**src/rtl/keccak_feeder.sv**
```systemverilog
// rtl/keccak_feeder.sv - length-driven streamer from the OCM FIFO read side into the Keccak core
//
// Purpose: on start, pops ceil(msg_len/8) 64-bit words from the FIFO and
// hands each to the Keccak core over an in_ready/buffer_full handshake.
// The final partial word is tagged with is_last/byte_num. When the length
// is a multiple of 8, a zero terminator word (is_last=1, byte_num=0) is
// appended.
//
// Ports:
//   clk, reset        clock, synchronous active-high reset
//   start, msg_len    stream request and its byte length (sampled in IDLE)
//   fifo_empty        FIFO has no readable word
//   fifo_read_en      one-cycle pop
//   fifo_read_data    FIFO head word (valid while fifo_read_en is high)
//   keccak_input      word to the core
//   in_ready          word valid to the core
//   is_last, byte_num final-word marker and its valid byte count
//   buffer_full       core backpressure
//   busy, done        message in progress / completion pulse
//   words_sent        words accepted by the core for this message
module keccak_feeder #(
  parameter int LEN_W = 32
) (
  input  logic             clk,
  input  logic             reset,
  input  logic             start,
  input  logic [LEN_W-1:0] msg_len,
  input  logic             fifo_empty,
  output logic             fifo_read_en,
  input  logic [63:0]      fifo_read_data,
  output logic [63:0]      keccak_input,
  output logic             in_ready,
  output logic             is_last,
  output logic [2:0]       byte_num,
  input  logic             buffer_full,
  output logic             busy,
  output logic             done,
  output logic [LEN_W-1:0] words_sent
);

  typedef enum logic [2:0] {
    IDLE,
    FETCH,
    CAPTURE,
    SEND,
    PAD,
    FIN
  } state_t;

  state_t           state;
  logic [LEN_W-1:0] fifo_words;
  logic [LEN_W-1:0] rd_cnt;
  logic [2:0]       rem;
  logic [LEN_W-1:0] start_words;
  logic             xfer;

  // ceil(msg_len/8); the shift leaves headroom so the +1 cannot overflow.
  assign start_words = (msg_len >> 3) + {{(LEN_W-1){1'b0}}, |msg_len[2:0]};
  assign xfer        = in_ready & ~buffer_full;

  always_ff @(posedge clk) begin
    if (reset) begin
      state        <= IDLE;
      fifo_words   <= '0;
      rd_cnt       <= '0;
      rem          <= 3'd0;
      fifo_read_en <= 1'b0;
      keccak_input <= 64'd0;
      in_ready     <= 1'b0;
      is_last      <= 1'b0;
      byte_num     <= 3'd0;
      busy         <= 1'b0;
      done         <= 1'b0;
      words_sent   <= '0;
    end else begin
      fifo_read_en <= 1'b0;
      done         <= 1'b0;
      case (state)
        IDLE: begin
          if (start) begin
            rem        <= msg_len[2:0];
            fifo_words <= start_words;
            rd_cnt     <= '0;
            words_sent <= '0;
            busy       <= 1'b1;
            if (start_words == '0) begin
              // Empty message: only the terminator word goes out.
              keccak_input <= 64'd0;
              is_last      <= 1'b1;
              byte_num     <= 3'd0;
              in_ready     <= 1'b1;
              state        <= PAD;
            end else begin
              state <= FETCH;
            end
          end
        end

        FETCH: begin
          if (!fifo_empty) begin
            fifo_read_en <= 1'b1;
            rd_cnt       <= rd_cnt + 1'b1;
            state        <= CAPTURE;
          end
        end

        CAPTURE: begin
          // fifo_read_en is high this cycle, so the head word is the popped one.
          keccak_input <= fifo_read_data;
          in_ready     <= 1'b1;
          if (rd_cnt == fifo_words && rem != 3'd0) begin
            is_last  <= 1'b1;
            byte_num <= rem;
          end else begin
            is_last  <= 1'b0;
            byte_num <= 3'd0;
          end
          state <= SEND;
        end

        SEND: begin
          if (xfer) begin
            in_ready   <= 1'b0;
            is_last    <= 1'b0;
            byte_num   <= 3'd0;
            words_sent <= words_sent + 1'b1;
            if (rd_cnt != fifo_words) begin
              state <= FETCH;
            end else if (is_last) begin
              done  <= 1'b1;
              busy  <= 1'b0;
              state <= FIN;
            end else begin
              // Length was a multiple of 8: follow with the terminator word.
              keccak_input <= 64'd0;
              is_last      <= 1'b1;
              byte_num     <= 3'd0;
              in_ready     <= 1'b1;
              state        <= PAD;
            end
          end
        end

        PAD: begin
          if (xfer) begin
            in_ready   <= 1'b0;
            is_last    <= 1'b0;
            words_sent <= words_sent + 1'b1;
            done       <= 1'b1;
            busy       <= 1'b0;
            state      <= FIN;
          end
        end

        FIN: begin
          // done is visible in this cycle; start is not accepted until IDLE.
          state <= IDLE;
        end

        default: state <= IDLE;
      endcase
    end
  end

endmodule

```
**config.mk**
```make
export PLATFORM = sky130hd
export DESIGN_NAME = keccak_feeder
export DESIGN_NICKNAME = d
export VERILOG_FILES = /design/src/rtl/keccak_feeder.sv
export SDC_FILE = /design/constraint.sdc
export NUM_CORES = 1
export LEC_CHECK = 0
export ABC_AREA = 1
export BUFFER_PORTS_ARGS = -buffer_cell sky130_fd_sc_hd__buf_4
export CAP_MARGIN = 10
export CORE_UTILIZATION = 57
export CTS_BUF_LIST = sky130_fd_sc_hd__clkbuf_4 sky130_fd_sc_hd__clkbuf_8
export DETAILED_ROUTE_END_ITERATION = 12
export HOLD_SLACK_MARGIN = 0.15
export PLACE_DENSITY = 0.95
export SKIP_LAST_GASP = 1
export SYNTH_ARGS = -nofsm -noshare
export SYNTH_HDL_FRONTEND = slang
export SYNTH_SLANG_ARGS = --single-unit
```
**constraint.sdc**
```tcl
create_clock -name clk -period 3.2 [get_ports clk]
set_input_delay 0.48 -clock clk [delete_from_list [all_inputs] [get_ports clk]]
set_output_delay 0.48 -clock clk [all_outputs]
set_load 0.02 [all_outputs]
```
Yosys cells after proc, flatten, opt, wreduce, memory -nomap -nowiden. Cells that the tools add are included.

Register bits: 174. Word-level logic and storage cells: 97. Input bits: 101.

Equal/unequal tests: 15. Add/subtract/negate cells: 3. Bitwise logic cells: 3. Mux-type cells: 44. Reduce and logical (&&, ||, !) cells: 20.

Operators by type and width (number): two-way mux 64 bit (5); case mux 64 bit (3 select lines) (1); case mux 32 bit (2 select lines) (2); two-way mux 32 bit (3); adder 32 x 1 -> 32 bit (second input constant) (2); equality test 32 bit (1); logical NOT 32 bit (1); inequality test 32 bit (1); adder 29 x 1 -> 30 bit (1); two-way mux 3 bit (10); two-way mux 1 bit (17); inequality test 2 bit (second input constant) (8); case mux 3 bit (5 select lines) (1); AND reduction 6 bit (2); case mux 3 bit (3 select lines) (1); nonzero test 3 bit (3); case mux 1 bit (4 select lines) (2); AND reduction 4 bit (2); equality test 3 x 2 -> 1 bit (second input constant) (2); AND reduction 3 bit (2); AND reduction 5 bit (1); nonzero test 2 bit (2); nonzero test 4 bit (1); OR reduction 2 bit (2); other kinds (11) (12).

Longest topological paths before layout. Gate-level depths: netlist of run 1.

Depth in word-level cells: 6. Gate-level depth with buffers: 22. Mapped depth without buffers: 21.

Worst setup path after synthesis of run 1. OpenSTA, ideal clock, no wires.

Path type: input to register. Start: input port msg_len[1]. End: register state[0]. Buffers on the path: 1. Data required time: 3.072 ns. Stages: 20. Path slack: 0.524 ns. Arrival: 2.548 ns. Cells stage by stage: inv_1 -> nand3_1 -> ha_1 -> ha_1 -> nand2_1 -> nor2_2 -> nand2_2 -> nor2_2 -> nand2_1 -> nand2_1 -> nand2_1 -> nor2_1 -> nand2_1 -> nor2_1 -> nand3_1 -> nand2_2 -> buf_2 -> nand2_1 -> a21oi_1 -> nor2_1.

Cells in the longest elaborated chain, start to end: 6.

RTL lines: start: declaration (line 27) `input logic [LEN_W-1:0] msg_len,`; OR reduction 3 bit (line 58) `assign start_words = (msg_len >> 3) + {{(LEN_W-1){1'b0}}, |msg_len[2:0]};`; adder 29 x 1 -> 30 bit (line 58); logical NOT 32 bit (line 86) `if (start_words == '0) begin`; two-way mux 3 bit (line 86); two-way mux 3 bit (line 80) `if (start) begin`; case mux 3 bit (5 select lines) (line 78) `case (state)`; end signal: assignment (line 92) `state <= PAD;`; end signal: assignment (line 94) `state <= FETCH;`; end signal: assignment (line 103) `state <= CAPTURE;`; end: declaration (line 50) `state_t state;`.

No other way between the ends. The select of a mux whose other input is x is not followed. A chain may end at the register's enable or synchronous reset.

Worst setup path in the final report of run 1.
Start: register state[0]. End: register rd_cnt[16].

Cells in the longest elaborated chain, start to end: 3. Elaborated cells on any way between the ends: 7. Those cells by class: eq/ne (3); mux (1); reduce/logical (3).

RTL lines: start signal: assignment (line 63) `state <= IDLE;`; start signal: assignment (line 92); start signal: assignment (line 94); equality test 3 x 1 -> 1 bit or logical NOT 3 bit (tied branches) (line 78); inequality test 2 bit (no line) or nonzero test 2 bit (tied branches); AND reduction 3 bit (no line); end signal: assignment (line 102) `rd_cnt <= rd_cnt + 1'b1;`; end: declaration (line 52) `logic [LEN_W-1:0] rd_cnt;`.

Parallel ways exist; a longest one is shown, timed or not.

==> results of run 1 <==
## routing by layer
layer,global-route usage,share of wire,wire [microns],up-vias
met4,0.149,0.039,1080,0
met3,0.0546,0.076,2100,87
met2,0.544,0.48,13300,513
met5,0,0,0,-
li1,-,-,-,5384
met1,0.381,0.40,11100,4786
## cell type report
| type | count | area share |
|---|---|---|
| repair buffers | 224 | 0.146 |
| inverters | 295 | 0.0932 |
| flip-flops and latches | 172 | 0.290 |
| clock buffers | 21 | 0.0243 |
| multi-input cells | 1073 | 0.412 |
| well taps | 220 | 0.0232 |
| clock inverters | 11 | 0.0113 |
## cells in the mapped netlist (11+ instances only)
master    number
buf_2         14
a21oi_1       56
nand2_1      467
o21ai_0       50
inv_1        287
o22ai_1       14
clkbuf_1      34
nor3_1        46
a31oi_1       11
nand3_1       58
nand4_1       96
dfxtp_1      172
nor2_1       206
## placed cells by master (no fill, tap or decap), types with 21 or more instances in the layout
cell type  synthesis  routed
dfxtp_1          172     172
nor2_1           206     204
nand4_1           96      96
nand3_1           58      58
a21oi_1           56      56
inv_1            287     287
buf_4              6     220
clkbuf_8           0      21
o21ai_0           50      50
nor3_1            46      46
nand2_1          467     466
## worst min-delay path by stage
stage,to,slack [ns],cells past startpoint
floorplan,rd_cnt[31]$_SDFFE_PP0P_,0.44,2
global placement,words_sent[31]$_SDFFE_PP0P_,0.44,2
detailed placement,busy$_SDFFE_PP0P_,0.46,2
CTS,busy$_SDFFE_PP0P_,0.25,2
global route,busy$_SDFFE_PP0P_,0.25,2
finish,busy$_SDFFE_PP0P_,0.28,2
## per-stage QoR
stage               cell area [sq um]  setup slack, ns
floorplan                        9690            0.524
global placement                11500            0.129
detailed placement              11500           0.0620
CTS                             11900            0.499
global route                    11900           0.0930
finish                          11900            0.433
## critical path, cell delays in order, from the launching register on
cell and delay [ns]:
dfxtp_1 0.39, inv_2 0.06, nand2_1 0.13, nor2_2 0.26, nand2_1 0.11, nand2_1 0.30
inv_1 0.16, nor2_2 0.18, nand3_1 0.10, nor2_1 0.21, nand2_1 0.14, nor2_1 0.25
nand2_1 0.09, clkinv_1 0.07, nand2_1 0.05, a211oi_1 0.19
## kinds of logic (layout without fill, tap and decap cells)
| logic type | after synthesis | in the layout | share of synthesized area |
|---|---|---|---|
| buffers and inverters | 353 | 551 | 0.141 |
| XOR/XNOR | 13 | 13 | 0.0118 |
| AO/OA/AOI/OAI | 146 | 146 | 0.0824 |
| AND/OR/NAND/NOR | 910 | 910 | 0.404 |
| flip-flops | 172 | 172 | 0.356 |
| adder cells (fa/ha/maj) | 4 | 4 | 0.00517 |
## where the power goes
part           total (mW)  internal [mW]  switching, mW
Combinational        2.92           1.06           1.86
Clock                1.60          0.783          0.820
Sequential           2.68           2.49          0.198
Total                7.21           4.33           2.88
## state kept, by name (all words and copies together), names as in the netlist, 3 cells and up
register and count:
keccak_input 64, rd_cnt 32, words_sent 32, fifo_words 30, byte_num 3, rem 3, state 3
==> flow_summary_export.csv, run 1 <==
group,metric,value,unit
run_status,status,"finished clean",
pwr,power_per_cell_area,607,nW/um^2
sta,fmax,361,MHz
sta,slew_viol_final,0,
route,drt_pre_antenna_iters,7,
pwr,total_power,7.21,mW
sta,tightest_slew,0.688,ns
final_layout,insertedDiodeCount,0,
route,finalWirelength,27700,microns
route,ant_nets,0,
setup_path,crit_end,"rd_cnt[16]$_SDFFE_PP0P_",
sta,grt_setup_unrepaired,"no",
pwr,p_leak,5.59,nW
yosys,synth_area_per_cell,6.06,sq um
placed_design,hpwl,20300,microns
setup_path,r2r_slack,0.43,ns
clock_tree,cts_hold_buf,0,
sta,min_period,2.77,ns
yosys,synth.cell_area,9690,sq um
route,vias,10770,
setup_path,r2r_cells,15,
yosys,synth_ff_type,"dfxtp_1",
clock_tree,cts_buffers,17,
yosys,syn_inst,1598,
yosys,synthTopCellsByArea,"dfxtp_1, nand2_1, inv_1, nor2_1, nand4_1",
grt,grt_max_degree,65,
floorplan,fp-row-count,47,
floorplan,core-area,16600,sq um
job,drv_cap,0,
clock_tree,cts_num_sinks,172,
sta,holdWs,0.279,ns
setup_path,startpoint_type,"flip-flop",
placed_design,gp_congestion,0.963,
setup_path,endpoint_kind,"flip-flop",
setup_path,startpoint,"state[0]$_SDFFE_PP0P_",
yosys,synth-edff-count,0,
grt,gr-total-overflow,0,
final_layout,num-fill-cells,1358,
final_layout,final_cells,2016,
yosys,synth_top_area_frac,0.356,
yosys,synthesis.nets,1703,
floorplan,io_pins,205,
pwr,ir_drop,0.389,mV
final_layout,drive_above_1_share,0.156,
sta,finalClockSkew,0.0148,ns
route,wl_per_cell,13.7,microns
route,drtIter0Drc,1000,
setup_path,cp_max_fo,9,
floorplan,dieArea,17500,sq um
grt,grt_pass1_wl,45500,microns
min_path,hold_class,"in2reg",
setup_path,r2r_end,"rd_cnt[16]$_SDFFE_PP0P_",
clock_tree,post_cts_resized,0,
sta,fin_setup_tns,0,ns
clock_tree,cts_tree,"built",
sta,hold_viol_final,0,
yosys,synth_seq_cells,172,
setup_path,worstPathArrival,3.16,ns
min_path,min_from,"reset",
clock_tree,cts-htree-levels,4,
setup_path,critPathRequiredTime,3.59,ns
clock_tree,clockRootBuffer,"clkbuf_8",
floorplan,initial_core_util,0.584,
sta,setup-violations-final,0,
sta,fin_crit_sh,0.865,
setup_path,r2r_start,"state[0]$_SDFFE_PP0P_",
final_layout,multi_input_area,4890,sq um
sta,timing.slew.headroom,0.540,
final_layout,seq_area,3440,sq um
clock_tree,clk_path_buf_depth,2,
final_layout,final_core_util,0.716,
route,avgViaCountPerCell,5.34,
yosys,yosys_warnings,0,
setup_path,crit_type,"reg2reg",
clock_tree,worstSkewPairLatency,0.48,ns
clock_tree,clkTransAtPathRegs,0.09,ns
yosys,async_flop_share,0,
yosys,ys_seq_area_frac,0.356,
grt,antenna_found_initial,0,
yosys,synth_cell_types,39,
floorplan,die_h,132,microns
grt,grt_pass1_vias,9894,
route,route.detailed.drc,0,
yosys,synth_area_leader_cell,"dfxtp_1",
clock_tree,postCtsSetupRepairBufs,0,
final_layout,fin_nets,1888,
placed_design,dp_cells,1984,
floorplan,die_w,132,microns
placed_design,io_buffers,204,
final_layout,syn_to_final_growth,22.6,%
grt,grtUsageTotal,0.315,
No activity file was read; power rests on OpenSTA's default activity.
==> inputs of run 2 (changes only) <==
GPL_TIMING_DRIVEN = 0   (was unset)
RECOVER_POWER = 50   (was unset)
==> flow_summary_export.csv, run 2 (synthesized netlist as in run 1, its figures left out) <==
group,metric,value,unit
sta,fmax,338,MHz
grt,grt_max_degree,17,
sta,min_period,2.96,ns
clock_tree,clk_path_buf_depth,2,
final_layout,drive_above_1_share,0.0943,
route,route.detailed.drc,0,
sta,tightest_slew,0.767,ns
final_layout,syn_to_final_growth,18.5,%
clock_tree,clockRootBuffer,"clkbuf_8",
placed_design,dpl_worst_slack,-0.282,ns
pwr,swShare,0.424,
placed_design,io_buffers,204,
pwr,p_clk_frac,0.212,
sta,hold_viol_final,0,
sta,grt_setup_unrepaired,"no",
route,drtIter0Drc,808,
floorplan,die_h,132,microns
placed_design,hpwl,22000,microns
pwr,p_leak,5.14,nW
final_layout,final_core_util,0.692,
job,drv_cap,0,
final_layout,largest_register_ffs,64,
route,ant_nets,0,
floorplan,dieArea,17500,sq um
floorplan,die_w,132,microns
setup_path,cp_max_fo,10,
floorplan,io_pins,205,
setup_path,crit_type,"in2reg",
placed_design,gp_congestion,0.971,
grt,grtUsageTotal,0.323,
setup_path,worstPathArrival,3.36,ns
sta,holdWs,0.191,ns
grt,antenna_found_initial,0,
pwr,ir_drop,0.332,mV
pwr,total_power,6.90,mW
final_layout,fin_nets,1926,
clock_tree,cts_buffers,17,
clock_tree,cts_num_sinks,172,
setup_path,critPathRequiredTime,3.61,ns
final_layout,insertedDiodeCount,0,
setup_path,endpoint_kind,"flip-flop",
pwr,power_per_cell_area,601,nW/um^2
pwr,p_int,3.97,mW
final_layout,final_cell_mix,"nand2_1, inv_1, nor2_1",
route,avgViaCountPerCell,5.39,
floorplan,core-area,16600,sq um
floorplan,fp-row-count,47,
clock_tree,cts_hold_buf,0,
floorplan,initial_core_util,0.584,
clock_tree,postCtsSetupRepairBufs,0,
pwr,switchingPower,2.93,mW
route,drt_pre_antenna_iters,5,
sta,timing.slew.headroom,0.489,
final_layout,final_common_cell,"nand2_1",
clock_tree,cts_tree,"built",
final_layout,largestRegisters,"keccak_input (64), rd_cnt (32), words_sent (32)",
setup_path,startpoint_type,"primary input",
route,dr_wl_met2,13800,microns
route,wl_met1,11600,microns
sta,layout_setup_ws,0.245,ns
sta,finalClockSkew,0.0132,ns
route,finalWirelength,28800,microns
route,wl_per_cell,14.0,microns
route,wl_met3,2380,microns
grt,grt_pass1_vias,9830,
sta,fin_crit_sh,0.923,
grt,grt_pass1_wl,45700,microns
min_path,hold_class,"in2reg",
final_layout,largest-register,"keccak_input",
pwr,p_seq_frac,0.389,
run_status,status,"finished clean",
route,top_layer,"met4",
route,vias,11071,
sta,setup-violations-final,0,
clock_tree,worstSkewPairLatency,0.48,ns
sta,slew_viol_final,0,
final_layout,seq_area,3440,sq um
grt,gr-total-overflow,0,
clock_tree,clkTransAtPathRegs,0.09,ns
final_layout,multi_input_area,4880,sq um
final_layout,num-fill-cells,1503,
pwr,pwr-share-comb,0.399,
sta,fin_setup_tns,0,ns
clock_tree,cts-htree-levels,4,
[run 2: layer usage]
layer,GRT usage,up-vias
met2,0.547,516
met1,0.403,5001
li1,-,5464
met3,0.0534,90
met5,0,-
met4,0.146,0
[run 2: final cells by class]
cell class | count | area share
multi-input cells | 1073 | 0.426
clock inverters | 14 | 0.0107
plain buffers | 58 | 0.0225
repair buffers | 204 | 0.0994
clock buffers | 18 | 0.0216
well taps | 220 | 0.0240
flip-flops and latches | 172 | 0.300
inverters | 295 | 0.0965
[run 2: final timing paths]
check / slack [ns] / end / startpoint / cells after the start
max: 0.24 / keccak_input[25]$_SDFFE_PP0P_ / msg_len[0] / 22
min: 0.19 / done$_SDFF_PP0_ / reset / 2
max reg2reg: 0.30 / rd_cnt[16]$_SDFFE_PP0P_ / state[0]$_SDFFE_PP0P_ / 15
min reg2reg: 0.47 / busy$_SDFFE_PP0P_ / busy$_SDFFE_PP0P_ / 2
[run 2: through the flow]
stage	cells	cell area (sq um)
final	2054	11500
after global routing	2054	11500
after CTS	2054	11900
after detailed placement	2022	11500
after global placement	2022	11500
after floorplan	1598	9690
[run 2: repair_timing]
action / in CTS / in global routing
endpoints found under the setup margin: 0 / 44
endpoints found under the hold margin: 0 / 0
resized for setup: 0 / 2
[run 2: critical path: stages]
cell and delay (ns):
buf_4 0.08, inv_1 0.04, nand3_1 0.08, ha_1 0.20
ha_1 0.23, nand2_1 0.10, nor2_2 0.24, nand2_2 0.15
nor2_2 0.22, nand2_1 0.07, nand2_1 0.08, nand2_1 0.05
nor2_1 0.07, nand2_1 0.06, nor2_1 0.19, nand3_1 0.16
nand2_4 0.19, nand3_4 0.19, buf_4 0.25, nand2_1 0.07
inv_1 0.04, nor2_1 0.12
[run 2: power groups by stage]
stage / Combinational [mW] / Clock [mW] / Sequential [mW]
2_1_floorplan: 1.60 / 0 / 3.02
3_3_place_gp: 2.82 / 0 / 2.71
3_5_place_dp: 2.91 / 0 / 2.73
4_1_cts: 2.93 / 1.46 / 2.68
5_1_grt: 3.05 / 1.56 / 2.71
6_report: 2.75 / 1.47 / 2.68
==> inputs of run 3 (changes only) <==
CORE_UTILIZATION = 30   (was 57)
PLACE_DENSITY = 0.61   (was 0.95)
REMOVE_ABC_BUFFERS = 1   (was unset)
==> flow_summary_export.csv, run 3 (synthesized netlist as in run 1, its figures left out) <==
group,metric,value,unit
clock_tree,cts-htree-levels,4,
grt,antenna_found_initial,1,
route,avgViaCountPerCell,4.78,
sta,min_period,2.93,ns
pwr,p_int,4.22,mW
placed_design,hpwl,21300,microns
pwr,p_leak,5.24,nW
sta,fin_crit_sh,0.916,
clock_tree,clockRootBuffer,"clkbuf_8",
sta,slew_viol_final,0,
grt,grt_use_met3,0.0409,
final_layout,fin_area,12000,sq um
sta,layout_setup_ws,0.267,ns
floorplan,die_h,182,microns
setup_path,crit_type,"in2reg",
final_layout,final_cell_mix,"nand2_1, inv_1, nor2_1",
final_layout,fin_nets,1898,
sta,setup-violations-final,0,
placed_design,io_buffers,204,
route,drt_pre_antenna_iters,7,
pwr,ir_drop,0.292,mV
grt,use_met2,0.329,
grt,grtUsageTotal,0.191,
grt,use_met1,0.235,
sta,tightest_slew,0.966,ns
sta,timing.slew.headroom,0.356,
grt,grt_pass1_wl,50200,microns
sta,hold_viol_final,0,
placed_design,postPlaceCellArea,11600,sq um
final_layout,final_common_cell,"nand2_1",
grt,grt_pass1_vias,9750,
setup_path,startpoint_type,"primary input",
sta,holdWs,0.282,ns
clock_tree,clk_path_buf_depth,2,
pwr,pwr-share-comb,0.419,
sta,finalClockSkew,0.0185,ns
floorplan,dieArea,33000,sq um
pwr,swShare,0.433,
route,drtIter0Drc,611,
clock_tree,cts_buffers,17,
min_path,hold_class,"in2reg",
pwr,p_clk_frac,0.222,
final_layout,largest-register,"keccak_input",
clock_tree,worstSkewPairLatency,0.48,ns
floorplan,die_w,182,microns
route,route.detailed.drc,0,
clock_tree,cts_tree,"built",
setup_path,critPathRequiredTime,3.57,ns
grt,gr-total-overflow,0,
sta,grt_setup_unrepaired,"yes",
setup_path,cp_max_fo,19,
final_layout,syn_to_final_growth,23.9,%
placed_design,dpl_worst_slack,-1.64,ns
setup_path,worstPathArrival,3.30,ns
route,vias,10565,
final_layout,drive_above_1_share,0.109,
floorplan,fp-row-count,65,
grt,grt_busiest_layer,"met2",
pwr,p_seq_frac,0.360,
route,finalWirelength,32200,microns
clock_tree,clkTransAtPathRegs,0.10,ns
sta,fmax,341,MHz
job,drv_cap,0,
floorplan,initial_core_util,0.306,
pwr,power_per_cell_area,620,nW/um^2
clock_tree,cts_num_sinks,172,
run_status,status,"finished clean",
floorplan,core-area,31600,sq um
pwr,switchingPower,3.22,mW
final_layout,largest_register_ffs,64,
route,wl_per_cell,14.6,microns
grt,grt_max_degree,75,
floorplan,io_pins,205,
setup_path,endpoint_kind,"flip-flop",
final_layout,largestRegisters,"keccak_input (64), rd_cnt (32), words_sent (32)",
route,ant_nets,0,
placed_design,gp_congestion,0.875,
-- run 3: changes by cell type in the layout (fill, tap and decap cells not counted), sizes merged, moves of 2 or more --
cell / before / now
clkbuf: 156 / 120
clkinv: 10 / 6
clkinvlp: 5 / 3
inv: 293 / 298
nand2: 469 / 473
nand3: 59 / 62
-- run 3: worst paths after layout --
kind / start / endpoint / slack, ns / cells after the start
max: msg_len[1] / state[0]$_SDFFE_PP0P_ / 0.27 / 21
min: reset / rd_cnt[1]$_SDFFE_PP0P_ / 0.28 / 2
max reg2reg: state[0]$_SDFFE_PP0P_ / words_sent[26]$_SDFFE_PP0P_ / 0.28 / 14
min reg2reg: busy$_SDFFE_PP0P_ / busy$_SDFFE_PP0P_ / 0.47 / 2
-- run 3: through the flow --
stage	total power, mW	instances	util	TNS [ns]
final	7.44	2209	0.379	0
after global placement	5.59	2146	0.362	-525.46
after floorplan	4.52	1540	-	-103.60
after detailed placement	5.63	2150	0.367	-108.41
after CTS	7.63	2200	0.388	-0.994
after global routing	7.98	2208	0.379	-0.0694
-- run 3: area by class of cell --
cell class / count / area, sq um
flip-flops and latches: 172 / 3440
fillers: 3509 / 19600
diodes: 1 / 2.50
clock inverters: 14 / 160
repair buffers: 225 / 1430
clock buffers: 18 / 248
well taps: 402 / 503
multi-input cells: 1082 / 5100
inverters: 295 / 1110
-- run 3: what timing repair did --
action                                  CTS  global route
pin swaps                                 4             5
endpoints found under the setup margin   72           116
buffers inserted                         11             6
gates cloned                              7             2
hold endpoints to repair                  0             0
resized for setup                        10             9
hold buffers                              0             0
-- run 3: critical path: stages --
cell     delay, ns
buf_4         0.08
inv_1         0.07
nand3_1       0.09
ha_1          0.19
ha_1          0.22
nand2_1       0.11
nor2_4        0.17
nand2_2       0.14
nor2_2        0.21
nand2_1       0.08
nand2_1       0.07
nand2_1       0.05
nor2_1        0.14
nand2_1       0.11
nor2_4        0.19
nand3_4       0.09
buf_4         0.20
nand2_4       0.29
nand2_1       0.09
a21oi_1       0.14
nor2_1        0.05
-- run 3: power by group through the flow --
stage                     combinational [mW]  clock [mW]  sequential (mW)
after global routing                    3.48        1.78             2.72
after floorplan                         1.49           0             3.02
final                                   3.12        1.65             2.68
after detailed placement                2.90           0             2.73
after global placement                  2.87           0             2.71
after CTS                               3.24        1.70             2.68
-- run 3: layer usage --
| metal | wire length (microns) | share of wire |
|---|---|---|
| met5 | 0 | 0 |
| met4 | 548 | 0.017 |
| met3 | 2060 | 0.064 |
| met2 | 15000 | 0.47 |
| met1 | 14500 | 0.45 |
